--- src/rtl/vip_ycbcr_skin_bbox_pkg.sv ---
// Shared definitions for the YCbCr skin classifier and bounding-box tracker.
//   - bbox_state_e : frame accumulator FSM encoding (IDLE=0, ACTIVE=1, LATCH=2)
//   - SKIN_*       : default Cb/Cr skin window (inclusive bounds)
//   - in_range()   : unsigned 8-bit inclusive window test
package vip_ycbcr_skin_bbox_pkg;

  typedef enum logic [1:0] {
    ST_IDLE   = 2'd0,
    ST_ACTIVE = 2'd1,
    ST_LATCH  = 2'd2
  } bbox_state_e;

  localparam int unsigned SKIN_CB_MIN = 77;
  localparam int unsigned SKIN_CB_MAX = 127;
  localparam int unsigned SKIN_CR_MIN = 133;
  localparam int unsigned SKIN_CR_MAX = 173;
  localparam int unsigned CNT_BITS    = 20;

  function automatic logic in_range(input logic [7:0] v, input logic [7:0] lo, input logic [7:0] hi);
    return (v >= lo) && (v <= hi);
  endfunction

endpackage

--- src/rtl/vip_ycbcr_skin_bbox_if.sv ---
// Pixel-stream and frame-result bundle for vip_ycbcr_skin_bbox.
//   master : pixel source side (drives per_img_*/data_en_i, observes results)
//   slave  : classifier side (consumes the stream, drives post_img_*/bbox_*)
interface vip_ycbcr_skin_bbox_if #(
  parameter int unsigned X_BITS = 11,
  parameter int unsigned Y_BITS = 10
);
  logic              per_img_vsync;
  logic              per_img_href;
  logic [7:0]        per_img_Y;
  logic [7:0]        per_img_Cb;
  logic [7:0]        per_img_Cr;
  logic              data_en_i;

  logic              post_img_vsync;
  logic              post_img_href;
  logic              data_en_o;
  logic              post_img_bit;

  logic              bbox_valid;
  logic              bbox_found;
  logic [X_BITS-1:0] bbox_x_min;
  logic [X_BITS-1:0] bbox_x_max;
  logic [Y_BITS-1:0] bbox_y_min;
  logic [Y_BITS-1:0] bbox_y_max;
  logic [19:0]       skin_count;

  modport master (
    output per_img_vsync, per_img_href, per_img_Y, per_img_Cb, per_img_Cr, data_en_i,
    input  post_img_vsync, post_img_href, data_en_o, post_img_bit,
    input  bbox_valid, bbox_found, bbox_x_min, bbox_x_max, bbox_y_min, bbox_y_max, skin_count
  );

  modport slave (
    input  per_img_vsync, per_img_href, per_img_Y, per_img_Cb, per_img_Cr, data_en_i,
    output post_img_vsync, post_img_href, data_en_o, post_img_bit,
    output bbox_valid, bbox_found, bbox_x_min, bbox_x_max, bbox_y_min, bbox_y_max, skin_count
  );
endinterface

--- src/rtl/vip_frame_bbox_acc.sv ---
// Per-frame skin statistics: column/row counters, skin count, bounding box,
// and the once-per-frame result latch.
//   clk, rst_n     : clock, synchronous active-low reset
//   vs_rise_i      : frame boundary (vsync rising edge on the input)
//   href_fall_i    : end of an input line
//   pix_valid_i    : qualified pixel this cycle (already excludes vs_rise)
//   pix_skin_i     : classifier result for this pixel
//   bbox_valid_o   : 1-cycle pulse when results below update
//   bbox_found_o, bbox_*_o, skin_count_o : last completed frame results
module vip_frame_bbox_acc
  import vip_ycbcr_skin_bbox_pkg::*;
#(
  parameter int unsigned IMG_W      = 640,
  parameter int unsigned IMG_H      = 480,
  parameter int unsigned X_BITS     = 11,
  parameter int unsigned Y_BITS     = 10,
  parameter int unsigned MIN_PIXELS = 64
) (
  input  logic              clk,
  input  logic              rst_n,
  input  logic              vs_rise_i,
  input  logic              href_fall_i,
  input  logic              pix_valid_i,
  input  logic              pix_skin_i,
  output logic              bbox_valid_o,
  output logic              bbox_found_o,
  output logic [X_BITS-1:0] bbox_x_min_o,
  output logic [X_BITS-1:0] bbox_x_max_o,
  output logic [Y_BITS-1:0] bbox_y_min_o,
  output logic [Y_BITS-1:0] bbox_y_max_o,
  output logic [19:0]       skin_count_o
);

  bbox_state_e       state_q;
  logic [X_BITS-1:0] col_q, col_d;
  logic [Y_BITS-1:0] row_q, row_d;
  logic              any_q, any_d;
  logic [19:0]       cnt_q, cnt_d;
  logic [X_BITS-1:0] xmin_q, xmin_d, xmax_q, xmax_d;
  logic [Y_BITS-1:0] ymin_q, ymin_d, ymax_q, ymax_d;
  logic              stats_pix;
  logic              fresh;

  logic              bv_q, found_q;
  logic [X_BITS-1:0] oxmin_q, oxmax_q;
  logic [Y_BITS-1:0] oymin_q, oymax_q;
  logic [19:0]       ocnt_q;

  always_comb begin
    col_d = col_q;
    if (href_fall_i)                                     col_d = '0;
    else if (pix_valid_i && (col_q < X_BITS'(IMG_W)))    col_d = col_q + X_BITS'(1);
    row_d = row_q;
    if (vs_rise_i)                                       row_d = '0;
    else if (href_fall_i && (row_q < Y_BITS'(IMG_H)))    row_d = row_q + Y_BITS'(1);
  end

  assign stats_pix = pix_valid_i && pix_skin_i &&
                     (col_q < X_BITS'(IMG_W)) && (row_q < Y_BITS'(IMG_H));

  // In LATCH the accumulators restart from empty, yet a pixel arriving in
  // that same cycle must still be folded in as the new frame's first sample.
  always_comb begin
    fresh  = (state_q == ST_LATCH);
    any_d  = fresh ? 1'b0 : any_q;
    cnt_d  = fresh ? '0   : cnt_q;
    xmin_d = fresh ? '0   : xmin_q;
    xmax_d = fresh ? '0   : xmax_q;
    ymin_d = fresh ? '0   : ymin_q;
    ymax_d = fresh ? '0   : ymax_q;
    if (stats_pix) begin
      if (cnt_d != '1) cnt_d = cnt_d + 20'd1;
      if (!any_d) begin
        xmin_d = col_q; xmax_d = col_q;
        ymin_d = row_q; ymax_d = row_q;
      end else begin
        if (col_q < xmin_d) xmin_d = col_q;
        if (col_q > xmax_d) xmax_d = col_q;
        if (row_q < ymin_d) ymin_d = row_q;
        if (row_q > ymax_d) ymax_d = row_q;
      end
      any_d = 1'b1;
    end
  end

  always_ff @(posedge clk) begin
    if (!rst_n) begin
      state_q <= ST_IDLE;
      col_q <= '0;   row_q <= '0;
      any_q <= 1'b0; cnt_q <= '0;
      xmin_q <= '0;  xmax_q <= '0; ymin_q <= '0; ymax_q <= '0;
      bv_q <= 1'b0;  found_q <= 1'b0;
      oxmin_q <= '0; oxmax_q <= '0; oymin_q <= '0; oymax_q <= '0;
      ocnt_q <= '0;
    end else begin
      col_q <= col_d;
      row_q <= row_d;
      bv_q  <= 1'b0;
      case (state_q)
        ST_IDLE: begin
          // Partial frame before the first boundary is never reported.
          if (vs_rise_i) begin
            any_q <= 1'b0; cnt_q <= '0;
            xmin_q <= '0;  xmax_q <= '0; ymin_q <= '0; ymax_q <= '0;
            state_q <= ST_ACTIVE;
          end
        end
        ST_ACTIVE: begin
          // At vs_rise the pixel is excluded, so the _d values equal the
          // completed frame and the latch below can read the _q values.
          any_q <= any_d;   cnt_q <= cnt_d;
          xmin_q <= xmin_d; xmax_q <= xmax_d; ymin_q <= ymin_d; ymax_q <= ymax_d;
          if (vs_rise_i) begin
            bv_q    <= 1'b1;
            found_q <= any_q && (cnt_q >= CNT_BITS'(MIN_PIXELS));
            oxmin_q <= any_q ? xmin_q : '0;
            oxmax_q <= any_q ? xmax_q : '0;
            oymin_q <= any_q ? ymin_q : '0;
            oymax_q <= any_q ? ymax_q : '0;
            ocnt_q  <= cnt_q;
            state_q <= ST_LATCH;
          end
        end
        ST_LATCH: begin
          any_q <= any_d;   cnt_q <= cnt_d;
          xmin_q <= xmin_d; xmax_q <= xmax_d; ymin_q <= ymin_d; ymax_q <= ymax_d;
          state_q <= ST_ACTIVE;
        end
        default: state_q <= ST_IDLE;
      endcase
    end
  end

  assign bbox_valid_o = bv_q;
  assign bbox_found_o = found_q;
  assign bbox_x_min_o = oxmin_q;
  assign bbox_x_max_o = oxmax_q;
  assign bbox_y_min_o = oymin_q;
  assign bbox_y_max_o = oymax_q;
  assign skin_count_o = ocnt_q;

endmodule

--- src/rtl/vip_ycbcr_skin_bbox.sv ---
// Skin classifier on a YCbCr444 stream with per-frame bounding box.
//   clk, rst_n : pixel clock, synchronous active-low reset
//   bus        : slave side of vip_ycbcr_skin_bbox_if
//                in : per_img_vsync/href/Y/Cb/Cr, data_en_i
//                out: post_img_vsync/href, data_en_o, post_img_bit (1 clk late)
//                     bbox_valid pulse + bbox_found/x/y/skin_count of last frame
module vip_ycbcr_skin_bbox
  import vip_ycbcr_skin_bbox_pkg::*;
#(
  parameter int unsigned CB_MIN     = SKIN_CB_MIN,
  parameter int unsigned CB_MAX     = SKIN_CB_MAX,
  parameter int unsigned CR_MIN     = SKIN_CR_MIN,
  parameter int unsigned CR_MAX     = SKIN_CR_MAX,
  parameter int unsigned IMG_W      = 640,
  parameter int unsigned IMG_H      = 480,
  parameter int unsigned X_BITS     = 11,
  parameter int unsigned Y_BITS     = 10,
  parameter int unsigned MIN_PIXELS = 64
) (
  input logic                  clk,
  input logic                  rst_n,
  vip_ycbcr_skin_bbox_if.slave bus
);

  logic vsync_q, href_q, de_q, bit_q;
  logic skin_c, vs_rise, href_fall, pix_valid;
  logic unused_y;

  // Luma does not take part in the skin decision.
  assign unused_y = ^bus.per_img_Y;

  assign skin_c = in_range(bus.per_img_Cb, 8'(CB_MIN), 8'(CB_MAX)) &&
                  in_range(bus.per_img_Cr, 8'(CR_MIN), 8'(CR_MAX));

  // The delayed vsync/href double as the edge-detect history.
  assign vs_rise   = bus.per_img_vsync && !vsync_q;
  assign href_fall = href_q && !bus.per_img_href;
  assign pix_valid = bus.per_img_href && bus.data_en_i && !vs_rise;

  always_ff @(posedge clk) begin
    if (!rst_n) begin
      vsync_q <= 1'b0;
      href_q  <= 1'b0;
      de_q    <= 1'b0;
      bit_q   <= 1'b0;
    end else begin
      vsync_q <= bus.per_img_vsync;
      href_q  <= bus.per_img_href;
      de_q    <= bus.data_en_i;
      bit_q   <= skin_c && bus.per_img_href;
    end
  end

  assign bus.post_img_vsync = vsync_q;
  assign bus.post_img_href  = href_q;
  assign bus.data_en_o      = de_q;
  assign bus.post_img_bit   = bit_q;

  vip_frame_bbox_acc #(
    .IMG_W(IMG_W), .IMG_H(IMG_H), .X_BITS(X_BITS), .Y_BITS(Y_BITS), .MIN_PIXELS(MIN_PIXELS)
  ) u_acc (
    .clk         (clk),
    .rst_n       (rst_n),
    .vs_rise_i   (vs_rise),
    .href_fall_i (href_fall),
    .pix_valid_i (pix_valid),
    .pix_skin_i  (skin_c),
    .bbox_valid_o(bus.bbox_valid),
    .bbox_found_o(bus.bbox_found),
    .bbox_x_min_o(bus.bbox_x_min),
    .bbox_x_max_o(bus.bbox_x_max),
    .bbox_y_min_o(bus.bbox_y_min),
    .bbox_y_max_o(bus.bbox_y_max),
    .skin_count_o(bus.skin_count)
  );

endmodule
--- src/flat_wrapper.sv ---
// flat-port wrapper written by rule: the top's interface ports become plain ports
module vip_ycbcr_skin_bbox_flat import vip_ycbcr_skin_bbox_pkg::*;
#(
  parameter int unsigned CB_MIN     = SKIN_CB_MIN,
  parameter int unsigned CB_MAX     = SKIN_CB_MAX,
  parameter int unsigned CR_MIN     = SKIN_CR_MIN,
  parameter int unsigned CR_MAX     = SKIN_CR_MAX,
  parameter int unsigned IMG_W      = 640,
  parameter int unsigned IMG_H      = 480,
  parameter int unsigned X_BITS     = 11,
  parameter int unsigned Y_BITS     = 10,
  parameter int unsigned MIN_PIXELS = 64
)
  (clk, rst_n, bus_per_img_vsync, bus_per_img_href, bus_per_img_Y, bus_per_img_Cb, bus_per_img_Cr, bus_data_en_i, bus_post_img_vsync, bus_post_img_href, bus_data_en_o, bus_post_img_bit, bus_bbox_valid, bus_bbox_found, bus_bbox_x_min, bus_bbox_x_max, bus_bbox_y_min, bus_bbox_y_max, bus_skin_count);
  vip_ycbcr_skin_bbox_if #(.X_BITS(X_BITS), .Y_BITS(Y_BITS)) bus_i ();
  input logic clk;
  input logic rst_n;
  input wire logic [$bits(bus_i.per_img_vsync)-1:0] bus_per_img_vsync;
  input wire logic [$bits(bus_i.per_img_href)-1:0] bus_per_img_href;
  input wire logic [$bits(bus_i.per_img_Y)-1:0] bus_per_img_Y;
  input wire logic [$bits(bus_i.per_img_Cb)-1:0] bus_per_img_Cb;
  input wire logic [$bits(bus_i.per_img_Cr)-1:0] bus_per_img_Cr;
  input wire logic [$bits(bus_i.data_en_i)-1:0] bus_data_en_i;
  output wire logic [$bits(bus_i.post_img_vsync)-1:0] bus_post_img_vsync;
  output wire logic [$bits(bus_i.post_img_href)-1:0] bus_post_img_href;
  output wire logic [$bits(bus_i.data_en_o)-1:0] bus_data_en_o;
  output wire logic [$bits(bus_i.post_img_bit)-1:0] bus_post_img_bit;
  output wire logic [$bits(bus_i.bbox_valid)-1:0] bus_bbox_valid;
  output wire logic [$bits(bus_i.bbox_found)-1:0] bus_bbox_found;
  output wire logic [$bits(bus_i.bbox_x_min)-1:0] bus_bbox_x_min;
  output wire logic [$bits(bus_i.bbox_x_max)-1:0] bus_bbox_x_max;
  output wire logic [$bits(bus_i.bbox_y_min)-1:0] bus_bbox_y_min;
  output wire logic [$bits(bus_i.bbox_y_max)-1:0] bus_bbox_y_max;
  output wire logic [$bits(bus_i.skin_count)-1:0] bus_skin_count;
  assign bus_i.per_img_vsync = bus_per_img_vsync;
  assign bus_i.per_img_href = bus_per_img_href;
  assign bus_i.per_img_Y = bus_per_img_Y;
  assign bus_i.per_img_Cb = bus_per_img_Cb;
  assign bus_i.per_img_Cr = bus_per_img_Cr;
  assign bus_i.data_en_i = bus_data_en_i;
  assign bus_post_img_vsync = bus_i.post_img_vsync;
  assign bus_post_img_href = bus_i.post_img_href;
  assign bus_data_en_o = bus_i.data_en_o;
  assign bus_post_img_bit = bus_i.post_img_bit;
  assign bus_bbox_valid = bus_i.bbox_valid;
  assign bus_bbox_found = bus_i.bbox_found;
  assign bus_bbox_x_min = bus_i.bbox_x_min;
  assign bus_bbox_x_max = bus_i.bbox_x_max;
  assign bus_bbox_y_min = bus_i.bbox_y_min;
  assign bus_bbox_y_max = bus_i.bbox_y_max;
  assign bus_skin_count = bus_i.skin_count;
  vip_ycbcr_skin_bbox #(.CB_MIN(CB_MIN), .CB_MAX(CB_MAX), .CR_MIN(CR_MIN), .CR_MAX(CR_MAX), .IMG_W(IMG_W), .IMG_H(IMG_H), .X_BITS(X_BITS), .Y_BITS(Y_BITS), .MIN_PIXELS(MIN_PIXELS)) u_core (.clk(clk), .rst_n(rst_n), .bus(bus_i));
endmodule
--- config.mk ---
export PLATFORM = sky130hd
export DESIGN_NAME = vip_ycbcr_skin_bbox_flat
export DESIGN_NICKNAME = d
export VERILOG_FILES = /design/src/rtl/vip_ycbcr_skin_bbox_pkg.sv /design/src/rtl/vip_ycbcr_skin_bbox_if.sv /design/src/rtl/vip_frame_bbox_acc.sv /design/src/rtl/vip_ycbcr_skin_bbox.sv /design/src/flat_wrapper.sv
export SDC_FILE = /design/constraint.sdc
export NUM_CORES = 1
export LEC_CHECK = 0
export ABC_CLOCK_PERIOD_IN_PS = 3400
export BUFFER_PORTS_ARGS = -buffer_cell sky130_fd_sc_hd__buf_2
export CAP_MARGIN = 30
export CORE_ASPECT_RATIO = 0.8
export CORE_MARGIN = 4
export CORE_UTILIZATION = 45
export CTS_CLUSTER_DIAMETER = 200
export DETAILED_ROUTE_END_ITERATION = 10
export HOLD_SLACK_MARGIN = 0.06
export PLACE_DENSITY = 0.68
export SETUP_SLACK_MARGIN = 0.15
export SLEW_MARGIN = 5
export SYNTH_ARGS = -nofsm -noshare
export SYNTH_HDL_FRONTEND = slang
export SYNTH_SLANG_ARGS = --single-unit
--- constraint.sdc ---
create_clock -name clk -period 3.4 [get_ports clk]
set_clock_uncertainty 0.1 [all_clocks]
set_input_delay 0.17 -clock clk [delete_from_list [all_inputs] [get_ports clk]]
set_output_delay 0.17 -clock clk [all_outputs]
set_load 0.05 [all_outputs]
==> impl_results.md, run 1 <==
* Reg-to-reg slack, setup at 0.39 ns
* Crit Reg-Reg Startpoint: u_core.u_acc.state_q[0]$_SDFFE_PN0P_
* Die X at 151 um
* Diode count at 0
* RSZ-0062 raised after global routing: false
* Filler Cell Count at 1,480
* Fin area at 8680 sq um
* Total power at ~0.0041 W
* Status: complete, no violations
* Worst-path clk slew at 0.07 ns
* WP data required at 3.62 ns
* VDD IR-drop max at 0.000342 V
* Drt initial violations at 504
* Mapped Area at 7350 sq um
* Gpl congestion at 0.881
* Vias in the first global route at 6,396
* Largest net degree at the start of global routing at 70
* Die ar. at approximately 18,000 sq um
* Tcrit/Tclk final at 0.884
* Sequential-to-total area share from yosys stat at 0.420
* CP peak stage delay at 0.45 ns
* Clk_lat worst skew at ~0.43 ns
* Crit-path most repeated cell: ha_1
* Total core area at roughly 16,000 sq um
* Slew HR at 0.504
* Number of port buffers at a little under 90
* Count of final setup violators at 0
* Leak Pwr at ~3.5 nW
* I/O Pins at 97
* Worst R2R Path Depth at 11
* Final Critical Period at 3.01 ns
* Synthesis-to-finish area growth at 18.2%
* Routed Wire Length at 19.5 mm
* TritonCTS Sinks at around 150
* Worst hold slack at between 0.1 and 0.15 ns
* Most used flip-flop cell after synthesis: dfxtp_1
* Post-synthesis register bit count at about 150
* Hold EP: u_core.bus.post_img_bit$_SDFF_PN0_
* Met1 Track Usage GR at 0.313
* DRC at 0
* PD cells at 477 nW/um^2
* DRT Pass-1 Iters at 6
* Netlist cell types at approximately 70
* Clock root cell: clkbuf_16
* Worst hold stages at 4
* Setup TNS at 0 ns
* First-pass GRT wire length at 32.2 mm
* Antenna violations before repair at 0
* Crit path kind: flip-flop to flip-flop
* Mapped Nets at 954
* Std-Cell Rows at between 40 and 50
* Max Cap Viol at 0
* Share of post-route cells with drive strength above 1 at 0.177
* Critical path cell sequence: inv_1 -> ha_1 -> buf_4 -> nor2b_1 -> ha_1 -> nand3_2 -> or3_4 -> or3_1 -> a211oi_2 -> xnor2_1 -> a22o_1
* Most used routing layer in global routing: met2
* Detailed Place HPWL at 13.4 mm
* Slew at the pin closest to its max-slew limit at 0.744 ns
* Multi-input logic area at 4000 sq um
* All-layer global routing usage at 0.218
* Number of flops mapped to enable cells by yosys at 0
* Sequential cell area at between 3000 and 4000 sq um
* Max clock buf depth at 2
* Yosys warns at 0
* M3 GR Usage at 0.0517
* DR vias at 6,766
* HP Class: input port to flip-flop
* Post-route antenna net violation count at 0
* Crit. End Element: flip-flop
* CTS Buf Count at 17
* Highest-delay cell along the critical path: or3_4
* Startpoint Class: flip-flop
* Worst Path Arrival at 3.22 ns
* Die height at between 100 and 150 um
* Reg2reg end: u_core.u_acc.cnt_q[14]$_SDFFE_PN0P_
* Overflow after GRT at 0
* Cell count after synthesis at 879
* Routed vias/inst at about 5.7
* Syn avg cell area at 8.36 sq um
* Drt wl/cell at 16.3 um
* Max FO, Critical Path at 20
* DP Area at 8020 sq um
* Fraction of registers with async set/reset at 0
* CTS tree: done
* HP Start: bus_per_img_Cb[7]
* NumNets Final at 1,039
* Starting density of the core at 0.462
* Hold Vio Cnt, Final at 0
* Met2 GRT Util at 0.330
* Final Max Slew Viols at 0
* Final Util at 0.546
* H-tree depth at 4
* Maximum clock frequency at 0.333 GHz
worst max path at each step:
stage / start / endpoint / slack (ns)
after floorplan: u_core.u_acc.state_q[0]$_SDFFE_PN0P_ / u_core.u_acc.xmin_q[2]$_SDFFE_PN0P_ / 0.21
after global placement: u_core.u_acc.state_q[0]$_SDFFE_PN0P_ / u_core.u_acc.xmin_q[8]$_SDFFE_PN0P_ / 0.34
after detailed placement: u_core.u_acc.state_q[0]$_SDFFE_PN0P_ / u_core.u_acc.cnt_q[14]$_SDFFE_PN0P_ / 0.36
after CTS: u_core.u_acc.state_q[0]$_SDFFE_PN0P_ / u_core.u_acc.xmin_q[2]$_SDFFE_PN0P_ / 0.30
after global routing: u_core.u_acc.state_q[0]$_SDFFE_PN0P_ / u_core.u_acc.xmin_q[2]$_SDFFE_PN0P_ / 0.15
final: u_core.u_acc.state_q[0]$_SDFFE_PN0P_ / u_core.u_acc.cnt_q[14]$_SDFFE_PN0P_ / 0.39
state kept, by name, summed over array words and instances, names as in the netlist, 2 cells and up:
name and count:
u_core.u_acc.col_q 11, u_core.u_acc.skin_count_o 20, u_core.u_acc.ymax_q 10, u_core.u_acc.bbox_y_min_o 10
u_core.u_acc.xmin_q 11, u_core.u_acc.cnt_q 20, u_core.u_acc.xmax_q 11, u_core.u_acc.row_q 10
u_core.u_acc.state_q 2, u_core.u_acc.ymin_q 10, u_core.u_acc.bbox_x_min_o 11, u_core.u_acc.bbox_y_max_o 10
u_core.u_acc.bbox_x_max_o 11
Yosys cell counts (all sizes together), types with 3 or more instances:
library cell | count | share of area
a2111oi | 3 | 0.0061
a211oi | 7 | 0.0078
a21o | 14 | 0.014
a21oi | 88 | 0.060
a22o | 20 | 0.024
a31o | 4 | 0.0048
a31oi | 7 | 0.0068
a32o | 10 | 0.014
a41oi | 4 | 0.0048
and2 | 7 | 0.0061
and3 | 8 | 0.0072
and4 | 3 | 0.0037
buf | 10 | 0.0097
clkbuf | 40 | 0.022
dfxtp | 154 | 0.42
ha | 46 | 0.078
inv | 12 | 0.0061
mux2i | 4 | 0.0055
nand2 | 180 | 0.092
nand2b | 6 | 0.0051
nand3 | 63 | 0.045
nand3b | 3 | 0.0031
nand4 | 12 | 0.010
nand4b | 3 | 0.0036
nor2 | 55 | 0.028
nor2b | 11 | 0.0094
nor3 | 12 | 0.0089
nor4 | 10 | 0.0094
nor4b | 4 | 0.0048
o211ai | 5 | 0.0051
o21ai | 20 | 0.014
o22ai | 3 | 0.0026
o311ai | 3 | 0.0036
o31ai | 4 | 0.0041
or3 | 9 | 0.0078
or4 | 3 | 0.0031
xnor2 | 5 | 0.0060
xor2 | 7 | 0.0083
cells by family after synthesis:
logic type | after synthesis | share of synthesized area
muxes | 4 | 0.00545
adders and majority gates | 46 | 0.0784
buffers and inverters | 64 | 0.0388
DFF | 154 | 0.420
and+or+nand+nor | 393 | 0.254
AOI/OAI and AO/OA | 206 | 0.190
xor gates and xnor gates | 12 | 0.0143
what timing repair did:
| action | 4_1_cts | 5_1_grt |
|---|---|---|
| setup buffers | 0 | 0 |
| endpoints found under the setup margin | 0 | 27 |
| endpoints found under the hold margin | 5 | 0 |
| hold buffers | 4 | 0 |
| resized for setup | 0 | 5 |
cells in the final DEF, fill, tap and decap left out, types with 4 or more instances in the layout:
cell / n
a21oi_1: 88
buf_2: 88
dfxtp_1: 154
nor3_1: 11
o31ai_1: 4
nor4_1: 9
clkinvlp_4: 4
xor2_1: 7
a32o_1: 10
buf_4: 23
nand2_1: 179
mux2i_1: 4
or3_1: 6
o21ai_0: 19
nand3_1: 60
ha_1: 46
dlygate4sd3_1: 4
a211oi_1: 6
xnor2_1: 5
and3_1: 6
clkbuf_16: 17
a31oi_1: 6
and2_1: 5
nor2b_1: 10
a41oi_1: 4
a31o_2: 4
a22o_1: 20
a21o_1: 14
nand2b_1: 6
inv_1: 12
o211ai_1: 5
nand4_1: 12
nor2_1: 54
clkinv_2: 4
cell type report:
class                   instances  share of cell area
inverters                      14             0.00605
clock buffers                  17              0.0490
clock inverters                15              0.0202
flip-flops and latches        154               0.355
repair buffers                116              0.0775
multi-input cells             661               0.461
well taps                     215              0.0310
worst max-delay path: cells and delay by family (launching register included):
kind / cells / cell delay, ns
AND/OR/NAND/NOR: 4 / 1.16
adder cells (fa/ha/maj): 2 / 0.47
AO/OA/AOI/OAI: 2 / 0.41
flip-flops: 1 / 0.36
buffers and inverters: 2 / 0.29
XOR/XNOR: 1 / 0.08
through the flow:
| step | std cells | worst slack, ns |
|---|---|---|
| 4_1_cts | 1192 | 0.303 |
| 3_5_place_dp | 1156 | 0.359 |
| 3_3_place_gp | 1156 | 0.345 |
| 6_report | 1192 | 0.394 |
| 2_1_floorplan | 879 | 0.205 |
| 5_1_grt | 1192 | 0.152 |
routing by layer:
| metal | vias up | part of all wire |
|---|---|---|
| li1 | 3325 | - |
| met1 | 3230 | 0.49 |
| met2 | 194 | 0.44 |
| met3 | 17 | 0.056 |
| met4 | 0 | 0.0097 |
| met5 | - | 0 |
report_power, final:
part           internal, W  switching, W  leakage (nW)
logic            0.0000933      0.000273          1.97
registers          0.00181    0.00000789          1.24
clock network      0.00115      0.000800         0.285
total              0.00306       0.00108          3.49
Note: power is estimated with default switching activity, not from simulation.
==> inputs of run 2 (changes only) <==
--- a/config.mk
+++ b/config.mk
@@ -5,10 +5,10 @@
 export SDC_FILE = /design/constraint.sdc
 export NUM_CORES = 1
 export LEC_CHECK = 0
+export ABC_AREA = 1
 export ABC_CLOCK_PERIOD_IN_PS = 3400
 export BUFFER_PORTS_ARGS = -buffer_cell sky130_fd_sc_hd__buf_2
 export CAP_MARGIN = 30
-export CORE_ASPECT_RATIO = 0.8
 export CORE_MARGIN = 4
 export CORE_UTILIZATION = 45
 export CTS_CLUSTER_DIAMETER = 200
==> impl_results.md, run 2 <==
* Filler Cell Count at 1,774 (was 1,480)
* Maximum clock frequency at 0.345 GHz (was 0.333 GHz)
* Top cell family by delay on the critical path: simple AND/OR/NAND/NOR gates (unchanged)
* Cts repair resizes at 0 (unchanged)
* Total power at 0.00425 W (was 0.00414 W)
* Antenna violations before repair at 0 (unchanged)
* DRC at 0 (unchanged)
* Most frequent cells in the layout: 384 x nand2_1, 156 x a21oi_1, 154 x dfxtp_1 (was 179 x nand2_1, 154 x dfxtp_1, 88 x a21oi_1, 88 x buf_2, 60 x nand3_1)
* Worst Path Arrival at 3.09 ns (was 3.22 ns)
* Die X at 144 um (was 151 um)
* Netlist cell types at 37 (was 71)
* WP data required at 3.59 ns (was 3.62 ns)
* Overflow after GRT at 0 (unchanged)
* TritonCTS Sinks at 154 (unchanged)
* Final Critical Period at 2.90 ns (was 3.01 ns)
* P_sw at 0.00109 W (was 0.00108 W)
* Largest family of logic cells by synthesized area: simple AND/OR/NAND/NOR gates (unchanged)
* Gpl congestion at 0.941 (was 0.881)
* Commonest cells in the netlist: 385 x nand2_1, 156 x a21oi_1, 154 x dfxtp_1 (was 180 x nand2_1, 154 x dfxtp_1, 88 x a21oi_1)
* PD cells at 442 nW/um^2 (was 477 nW/um^2)
* Crit Reg-Reg Startpoint: u_core.u_acc.state_q[0]$_SDFFE_PN0P_ (unchanged)
* Vias in the first global route at 7,372 (was 6,396)
* Sequential-to-total area share from yosys stat at 0.372 (was 0.420)
* CTS tree: done (unchanged)
* Die ar. at 20,600 sq um (was 18,400 sq um)
* Critical path cell sequence: inv_1 -> ha_1 -> inv_2 -> buf_4 -> nand2_1 -> inv_1 -> ha_1 -> nand2_1 -> nor2_4 -> nand3_2 -> nor2_4 -> nand3_2 -> nand2_1 -> nand2_1 -> o211ai_1 -> a21oi_1 (was inv_1 -> ha_1 -> buf_4 -> nor2b_1 -> ha_1 -> nand3_2 -> or3_4 -> or3_1 -> a211oi_2 -> xnor2_1 -> a22o_1)
* CTS Buf Count at 17 (unchanged)
* Hold Vio Cnt, Final at 0 (unchanged)
* Std-Cell Rows at 49 (was 41)
* Reg-to-reg slack, setup at 0.50 ns (was 0.39 ns)
* Post-synthesis xor/xnor area fraction at 0.00846 (was 0.0143)
* Post-synthesis register bit count at 154 (unchanged)
* Mapped Area at 8290 sq um (was 7350 sq um)
* First-pass GRT wire length at 35.8 mm (was 32.2 mm)
* Crit. End Element: flip-flop (unchanged)
* Multiplexer share of the synthesized area at 0 (was 0.00545)
* Worst path bufs/invs at 4 (was 2)
* Number of flops mapped to enable cells by yosys at 0 (unchanged)
* Fraction of registers with async set/reset at 0 (unchanged)
* HP Class: input port to flip-flop (unchanged)
* Worst-path clk slew at 0.06 ns (was 0.07 ns)
* Crit path kind: flip-flop to flip-flop (unchanged)
* Detailed Place HPWL at 14.6 mm (was 13.4 mm)
* Crit-path most repeated cell: nand2_1 (was ha_1)
* All-layer global routing usage at 0.211 (was 0.218)
* P_int at 0.00316 W (was 0.00306 W)
* Most frequent cell after synthesis: nand2_1 (unchanged)
* Synth Area in Compound Gates at 0.114 (was 0.190)
* Mapped Nets at 1,292 (was 954)
* I/O Pins at 97 (unchanged)
* DR vias at 8,038 (was 6,766)
* CP peak stage delay at 0.36 ns (was 0.45 ns)
* RSZ-0062 raised after global routing: false (unchanged)
* Hold EP: u_core.bus.post_img_bit$_SDFF_PN0_ (unchanged)
* Slew HR at 0.516 (was 0.504)
* Routed vias/inst at 5.25 (was 5.68)
* Sw Share at 0.257 (was 0.261)
* H-tree depth at 4 (unchanged)
* VDD IR-drop max at 0.000381 V (was 0.000342 V)
* Reg2reg end: u_core.u_acc.cnt_q[1]$_SDFFE_PN0P_ (was u_core.u_acc.cnt_q[14]$_SDFFE_PN0P_)
* Synth area leaders: dfxtp_1 37%, nand2_1 17%, a21oi_1 9.4%, nand3_1 7.7%, ha_1 6.9% (was dfxtp_1 42%, nand2_1 9.2%, ha_1 7.8%, a21oi_1 6.0%, nand3_1 4.1%)
* Routed Wire Length at 21.4 mm (was 19.5 mm)
* Tcrit/Tclk final at 0.853 (was 0.884)
* HP Start: bus_per_img_Cr[6] (was bus_per_img_Cb[7])
* Share of post-route cells with drive strength above 1 at 0.137 (was 0.177)
* Combinational fraction of design power at 0.086 (was 0.088)
* Worst hold stages at 6 (was 4)
* Max FO, Critical Path at 20 (unchanged)
* Post-route antenna net violation count at 0 (unchanged)
* Reg power frac at 0.428 (was 0.440)
* Startpoint Class: flip-flop (unchanged)
* Starting density of the core at 0.460 (was 0.462)
* Clk_lat worst skew at 0.44 ns (was 0.43 ns)
* Leak Pwr at 4.13 nW (was 3.49 nW)
* Slew at the pin closest to its max-slew limit at 0.723 ns (was 0.744 ns)
* Clock root cell: clkbuf_16 (unchanged)
* Cell count after synthesis at 1,217 (was 879)
* Count of final setup violators at 0 (unchanged)
* Status: complete, no violations (unchanged)
* Syn avg cell area at 6.81 sq um (was 8.36 sq um)
* Synthesis-to-finish area growth at 16.1% (was 18.2%)
* Number of port buffers at 88 (unchanged)
* NumNets Final at 1,364 (was 1,039)
* Final Max Slew Viols at 0 (unchanged)
* Post-synthesis adder-cell area fraction at 0.0695 (was 0.0784)
* Largest net degree at the start of global routing at 68 (was 70)
* Yosys warns at 0 (unchanged)
* Total core area at 18,000 sq um (was 15,900 sq um)
* Most common cell after layout, fill and taps aside: nand2_1 (unchanged)
* Drt initial violations at 533 (was 504)
* Max clock buf depth at 2 (unchanged)
* Setup TNS at 0 ns (unchanged)
* Highest-delay cell along the critical path: dfxtp_1 (was or3_4)
* Clock power share at 0.486 (was 0.472)
* Die height at 144 um (was 122 um)
* Max Cap Viol at 0 (unchanged)
* Worst R2R Path Depth at 16 (was 11)
* Simple-Gate Fraction of Synth Area at 0.363 (was 0.254)
* Most used flip-flop cell after synthesis: dfxtp_1 (unchanged)
* Drt wl/cell at 14.0 um (was 16.3 um)
* Yosys top cell area share at 0.372 (was 0.420)
* Diode count at 0 (unchanged)
* DRT Pass-1 Iters at 5 (was 6)
* Yosys top cell by area: dfxtp_1 (unchanged)
==> run 2: cell count changes after synthesis, moves of 8 or more <==
cell and delta:
nand2_1 +205, inv_1 +75, a21oi_1 +68, nand3_1 +67, a22o_1 -20, nand4_1 +20, nor2_1 +17, buf_2 +15
a21o_1 -14, nor2b_1 -11, a32o_1 -10, nand2_2 +9, or3_1 -8
==> run 2: final cells by class <==
cell class | instances | area (sq um) | area share
inverter | 93 | 352 | 0.0366
timing repair buffer | 110 | 661 | 0.0687
clock inverter | 12 | 189 | 0.0196
clock buffer | 20 | 447 | 0.0464
multi-input combinational | 913 | 4600 | 0.478
sequential | 154 | 3080 | 0.321
tap | 229 | 287 | 0.0298
==> run 2: worst register-to-register path: stages (launching register included) <==
cell and delay (ns):
dfxtp_1 0.36, inv_1 0.07, ha_1 0.22, inv_2 0.09
buf_4 0.27, nand2_1 0.12, inv_1 0.12, ha_1 0.20
nand2_1 0.11, nor2_4 0.18, nand3_2 0.17, nor2_4 0.18
nand3_2 0.18, nand2_1 0.17, nand2_1 0.06, o211ai_1 0.07
a21oi_1 0.08
==> run 2: timing repair <==
| item | CTS | global route |
|---|---|---|
| hold buffers | 7 | 0 |
| buffers inserted | 0 | 0 |
| endpoints found under the hold margin | 5 | 0 |
==> run 2: routing by layer <==
| metal | wire length (um) | track usage | share of wire | up-vias |
|---|---|---|---|---|
| met5 | 0 | 0 | 0 | - |
| met4 | 320 | 0.0649 | 0.015 | 0 |
| met3 | 929 | 0.0353 | 0.043 | 26 |
| met2 | 10200 | 0.360 | 0.48 | 180 |
| met1 | 9990 | 0.275 | 0.47 | 3684 |
| li1 | - | - | - | 4148 |
==> run 2: how the worst max path moves through the flow <==
stage / startpoint / endpoint / slack (ns) / depth (start not counted)
2_1_floorplan: u_core.u_acc.state_q[0]$_SDFFE_PN0P_ / u_core.u_acc.ymax_q[2]$_SDFFE_PN0P_ / 0.53 / 19
3_3_place_gp: u_core.u_acc.state_q[0]$_SDFFE_PN0P_ / u_core.u_acc.cnt_q[1]$_SDFFE_PN0P_ / 0.61 / 16
3_5_place_dp: u_core.u_acc.state_q[0]$_SDFFE_PN0P_ / u_core.u_acc.cnt_q[1]$_SDFFE_PN0P_ / 0.52 / 16
4_1_cts: u_core.u_acc.state_q[0]$_SDFFE_PN0P_ / u_core.u_acc.cnt_q[1]$_SDFFE_PN0P_ / 0.51 / 16
5_1_grt: u_core.u_acc.state_q[0]$_SDFFE_PN0P_ / u_core.u_acc.cnt_q[1]$_SDFFE_PN0P_ / 0.23 / 16
6_report: u_core.u_acc.state_q[0]$_SDFFE_PN0P_ / u_core.u_acc.cnt_q[1]$_SDFFE_PN0P_ / 0.50 / 16
==> run 2: cells by family (layout without fill, tap and decap cells) <==
group | count (synthesis) | count (layout)
and+or+nand+nor | 675 | 675
AOI/OAI and AO/OA | 184 | 184
DFF | 154 | 154
buffers and inverters | 150 | 235
adders and majority gates | 46 | 46
xor gates and xnor gates | 8 | 8
==> run 2: power by group through the flow <==
stage | Clock [W] | Combinational (W) | Sequential, W
4_1_cts | 0.00209 | 0.000371 | 0.00182
2_1_floorplan | 0 | 0.000242 | 0.00187
3_3_place_gp | 0 | 0.000360 | 0.00186
6_report | 0.00207 | 0.000368 | 0.00182
5_1_grt | 0.00216 | 0.000406 | 0.00182
3_5_place_dp | 0 | 0.000365 | 0.00186
==> run 2: metrics by stage <==
stage | util | std cells | setup WS, ns | hold slack [ns] | area (sq um)
6_report | 0.534 | 1531 | 0.501 | 0.180 | 9620
5_1_grt | 0.534 | 1531 | 0.231 | 0.256 | 9620
4_1_cts | 0.534 | 1531 | 0.514 | 0.189 | 9620
3_5_place_dp | 0.494 | 1492 | 0.519 | 0.271 | 8910
3_3_place_gp | 0.494 | 1492 | 0.614 | 0.266 | 8910
2_1_floorplan | - | 1217 | 0.525 | 0.163 | 8290
==> inputs of run 3 (changes only) <==
--- a/config.mk
+++ b/config.mk
@@ -14,7 +14,7 @@
 export CTS_CLUSTER_DIAMETER = 200
 export DETAILED_ROUTE_END_ITERATION = 10
 export HOLD_SLACK_MARGIN = 0.06
-export PLACE_DENSITY = 0.68
+export PLACE_DENSITY = 0.73
 export SETUP_SLACK_MARGIN = 0.15
 export SLEW_MARGIN = 5
 export SYNTH_ARGS = -nofsm -noshare
==> impl_results.md, run 3 (synthesized netlist as in run 2, its figures left out) <==
* DR vias at 8,043 (was 8,038)
* Routed Wire Length at 21.2 mm (was 21.4 mm)
* Filler Cell Count at 1,801 (was 1,774)
* CTS Buf Count at 17 (unchanged)
* Max Cap Viol at 0 (unchanged)
* Final Max Slew Viols at 0 (unchanged)
* Die X at 144 um (unchanged)
* Startpoint Class: flip-flop (unchanged)
* First-pass GRT wire length at 35.6 mm (was 35.8 mm)
* Worst path bufs/invs at 3 (was 4)
* Count of final setup violators at 0 (unchanged)
* Crit path kind: flip-flop to flip-flop (unchanged)
* DRT Pass-1 Iters at 5 (unchanged)
* Starting density of the core at 0.460 (unchanged)
* Routed vias/inst at 5.25 (about the same)
* Std-Cell Rows at 49 (unchanged)
* Final WS setup at 0.556 ns (was 0.501 ns)
* Largest net degree at the start of global routing at 66 (was 68)
* Post-CTS setup buffer count at 0 (unchanged)
* Max clock buf depth at 2 (unchanged)
* Detailed Place HPWL at 14.5 mm (was 14.6 mm)
* VDD IR-drop max at 0.000445 V (was 0.000381 V)
* Cts repair resizes at 0 (unchanged)
* Fin area at 9530 sq um (was 9620 sq um)
* WP data required at 3.65 ns (was 3.59 ns)
* Total core area at 18,000 sq um (unchanged)
* Hold Vio Cnt, Final at 0 (unchanged)
* Top cell family by delay on the critical path: simple AND/OR/NAND/NOR gates (unchanged)
* H-tree depth at 4 (unchanged)
* Leak Pwr at 4.09 nW (was 4.13 nW)
* Most frequent cells in the layout: 384 x nand2_1, 156 x a21oi_1, 154 x dfxtp_1 (unchanged)
* Antenna violations before repair at 0 (unchanged)
* Crit. End Element: flip-flop (unchanged)
* TritonCTS Sinks at 154 (unchanged)
* Die height at 144 um (unchanged)
* Final Critical Period at 2.84 ns (was 2.90 ns)
* Drt wl/cell at 13.9 um (was 14.0 um)
* Diode count at 0 (unchanged)
* Worst Path Arrival at 3.09 ns (about the same)
* Overflow after GRT at 0 (unchanged)
* CTS tree: done (unchanged)
* Max FO, Critical Path at 41 (was 20)
* Synthesis-to-finish area growth at 15.0% (was 16.1%)
* CP peak stage delay at 0.36 ns (about the same)
* Tcrit/Tclk final at 0.836 (was 0.853)
* Vias in the first global route at 7,500 (was 7,372)
* Most common cell after layout, fill and taps aside: nand2_1 (unchanged)
* All-layer global routing usage at 0.211 (about the same)
* Placement Setup Slack at 0.631 ns (was 0.519 ns)
* Final Util at 0.529 (was 0.534)
* HP Class: input port to flip-flop (unchanged)
* Share of post-route cells with drive strength above 1 at 0.139 (was 0.137)
* RSZ-0062 raised after global routing: false (unchanged)
* Worst-path clk slew at 0.07 ns (was 0.06 ns)
* Slew HR at 0.517 (was 0.516)
* PD cells at 417 nW/um^2 (was 442 nW/um^2)
* Status: complete, no violations (unchanged)
* Critical path cell sequence: inv_1 -> ha_1 -> inv_2 -> buf_12 -> nand2_1 -> ha_1 -> nand2_1 -> nor2_1 -> o211ai_1 -> nand3_1 -> nand2_1 -> nand2_1 -> nand2_4 -> nand2_1 -> nand3_1 -> a21oi_1 (was inv_1 -> ha_1 -> inv_2 -> buf_4 -> nand2_1 -> inv_1 -> ha_1 -> nand2_1 -> nor2_4 -> nand3_2 -> nor2_4 -> nand3_2 -> nand2_1 -> nand2_1 -> o211ai_1 -> a21oi_1)
* Slew at the pin closest to its max-slew limit at 0.721 ns (was 0.723 ns)
* Setup TNS at 0 ns (unchanged)
* DP Area at 8910 sq um (about the same)
* Clk_lat worst skew at 0.43 ns (was 0.44 ns)
* Crit-path most repeated cell: nand2_1 (unchanged)
* Drt initial violations at 515 (was 533)
* Die ar. at 20,600 sq um (unchanged)
* Highest-delay cell along the critical path: dfxtp_1 (unchanged)
* DRC at 0 (unchanged)
* NumNets Final at 1,365 (was 1,364)
* Clock root cell: clkbuf_16 (unchanged)
* Gpl congestion at 0.901 (was 0.941)
* I/O Pins at 97 (unchanged)
* Number of port buffers at 88 (unchanged)
* Maximum clock frequency at 0.352 GHz (was 0.345 GHz)
* Post-route antenna net violation count at 0 (unchanged)
## run 3: cell count changes in the layout (fill, tap and decap cells not counted), sizes merged
cell | before | now
bufinv | 4 | 1
clkinvlp | 1 | 3
clkinv | 6 | 10
inv | 94 | 93
clkbuf | 20 | 18
buf | 103 | 104
## run 3: final timing paths
path                                               from                                          to  slack, ns  cells past startpoint
min reg2reg  u_core.u_acc.skin_count_o[15]$_SDFFE_PN0P_  u_core.u_acc.skin_count_o[15]$_SDFFE_PN0P_       0.36                      2
min                                   bus_per_img_Cr[6]          u_core.bus.post_img_bit$_SDFF_PN0_       0.21                      6
max reg2reg        u_core.u_acc.state_q[0]$_SDFFE_PN0P_         u_core.u_acc.ymax_q[4]$_SDFFE_PN0P_       0.56                     16
max                u_core.u_acc.state_q[0]$_SDFFE_PN0P_         u_core.u_acc.ymax_q[4]$_SDFFE_PN0P_       0.56                     16
## run 3: metrics by stage
stage	instances	power, W	hold slack, ns
final	1532	0.00398	0.205
after global routing	1532	0.00414	0.256
after CTS	1532	0.00402	0.198
after detailed placement	1493	0.00222	0.281
after global placement	1493	0.00222	0.266
after floorplan	1217	0.00211	0.163
## run 3: where the power goes
part | switching, W | leakage (nW) | internal, W
logic | 0.000284 | 2.58 | 0.0000860
clock network | 0.000781 | 0.268 | 0.00101
registers | 0.00000678 | 1.24 | 0.00181
## run 3: tightest hold or removal path, cell delays in order
cell and delay, ns:
buf_2 0.07, nor2_1 0.03, nand2_1 0.06, a21oi_2 0.06, nand2_1 0.23, nor2_1 0.07
## run 3: routing by layer
layer | wire length [um] | part of all wire | GRT usage
met1 | 9870 | 0.46 | 0.274
met2 | 9990 | 0.47 | 0.348
met3 | 925 | 0.044 | 0.0459
met4 | 442 | 0.021 | 0.0694
met5 | 0 | 0 | 0
## run 3: timing repair
action,in CTS,in global routing
hold buffers,7,0
endpoints found under the setup margin,0,0
hold endpoints to repair,5,0
## run 3: area by class of cell
| cell class | instances | area [sq um] | share of cell area |
|---|---|---|---|
| clock buffers | 18 | 429 | 0.0450 |
| well taps | 229 | 287 | 0.0301 |
| flip-flops and latches | 154 | 3080 | 0.324 |
| inverters | 93 | 350 | 0.0368 |
| repair buffers | 111 | 656 | 0.0688 |
| clock inverters | 14 | 124 | 0.0130 |
| multi-input cells | 913 | 4600 | 0.483 |
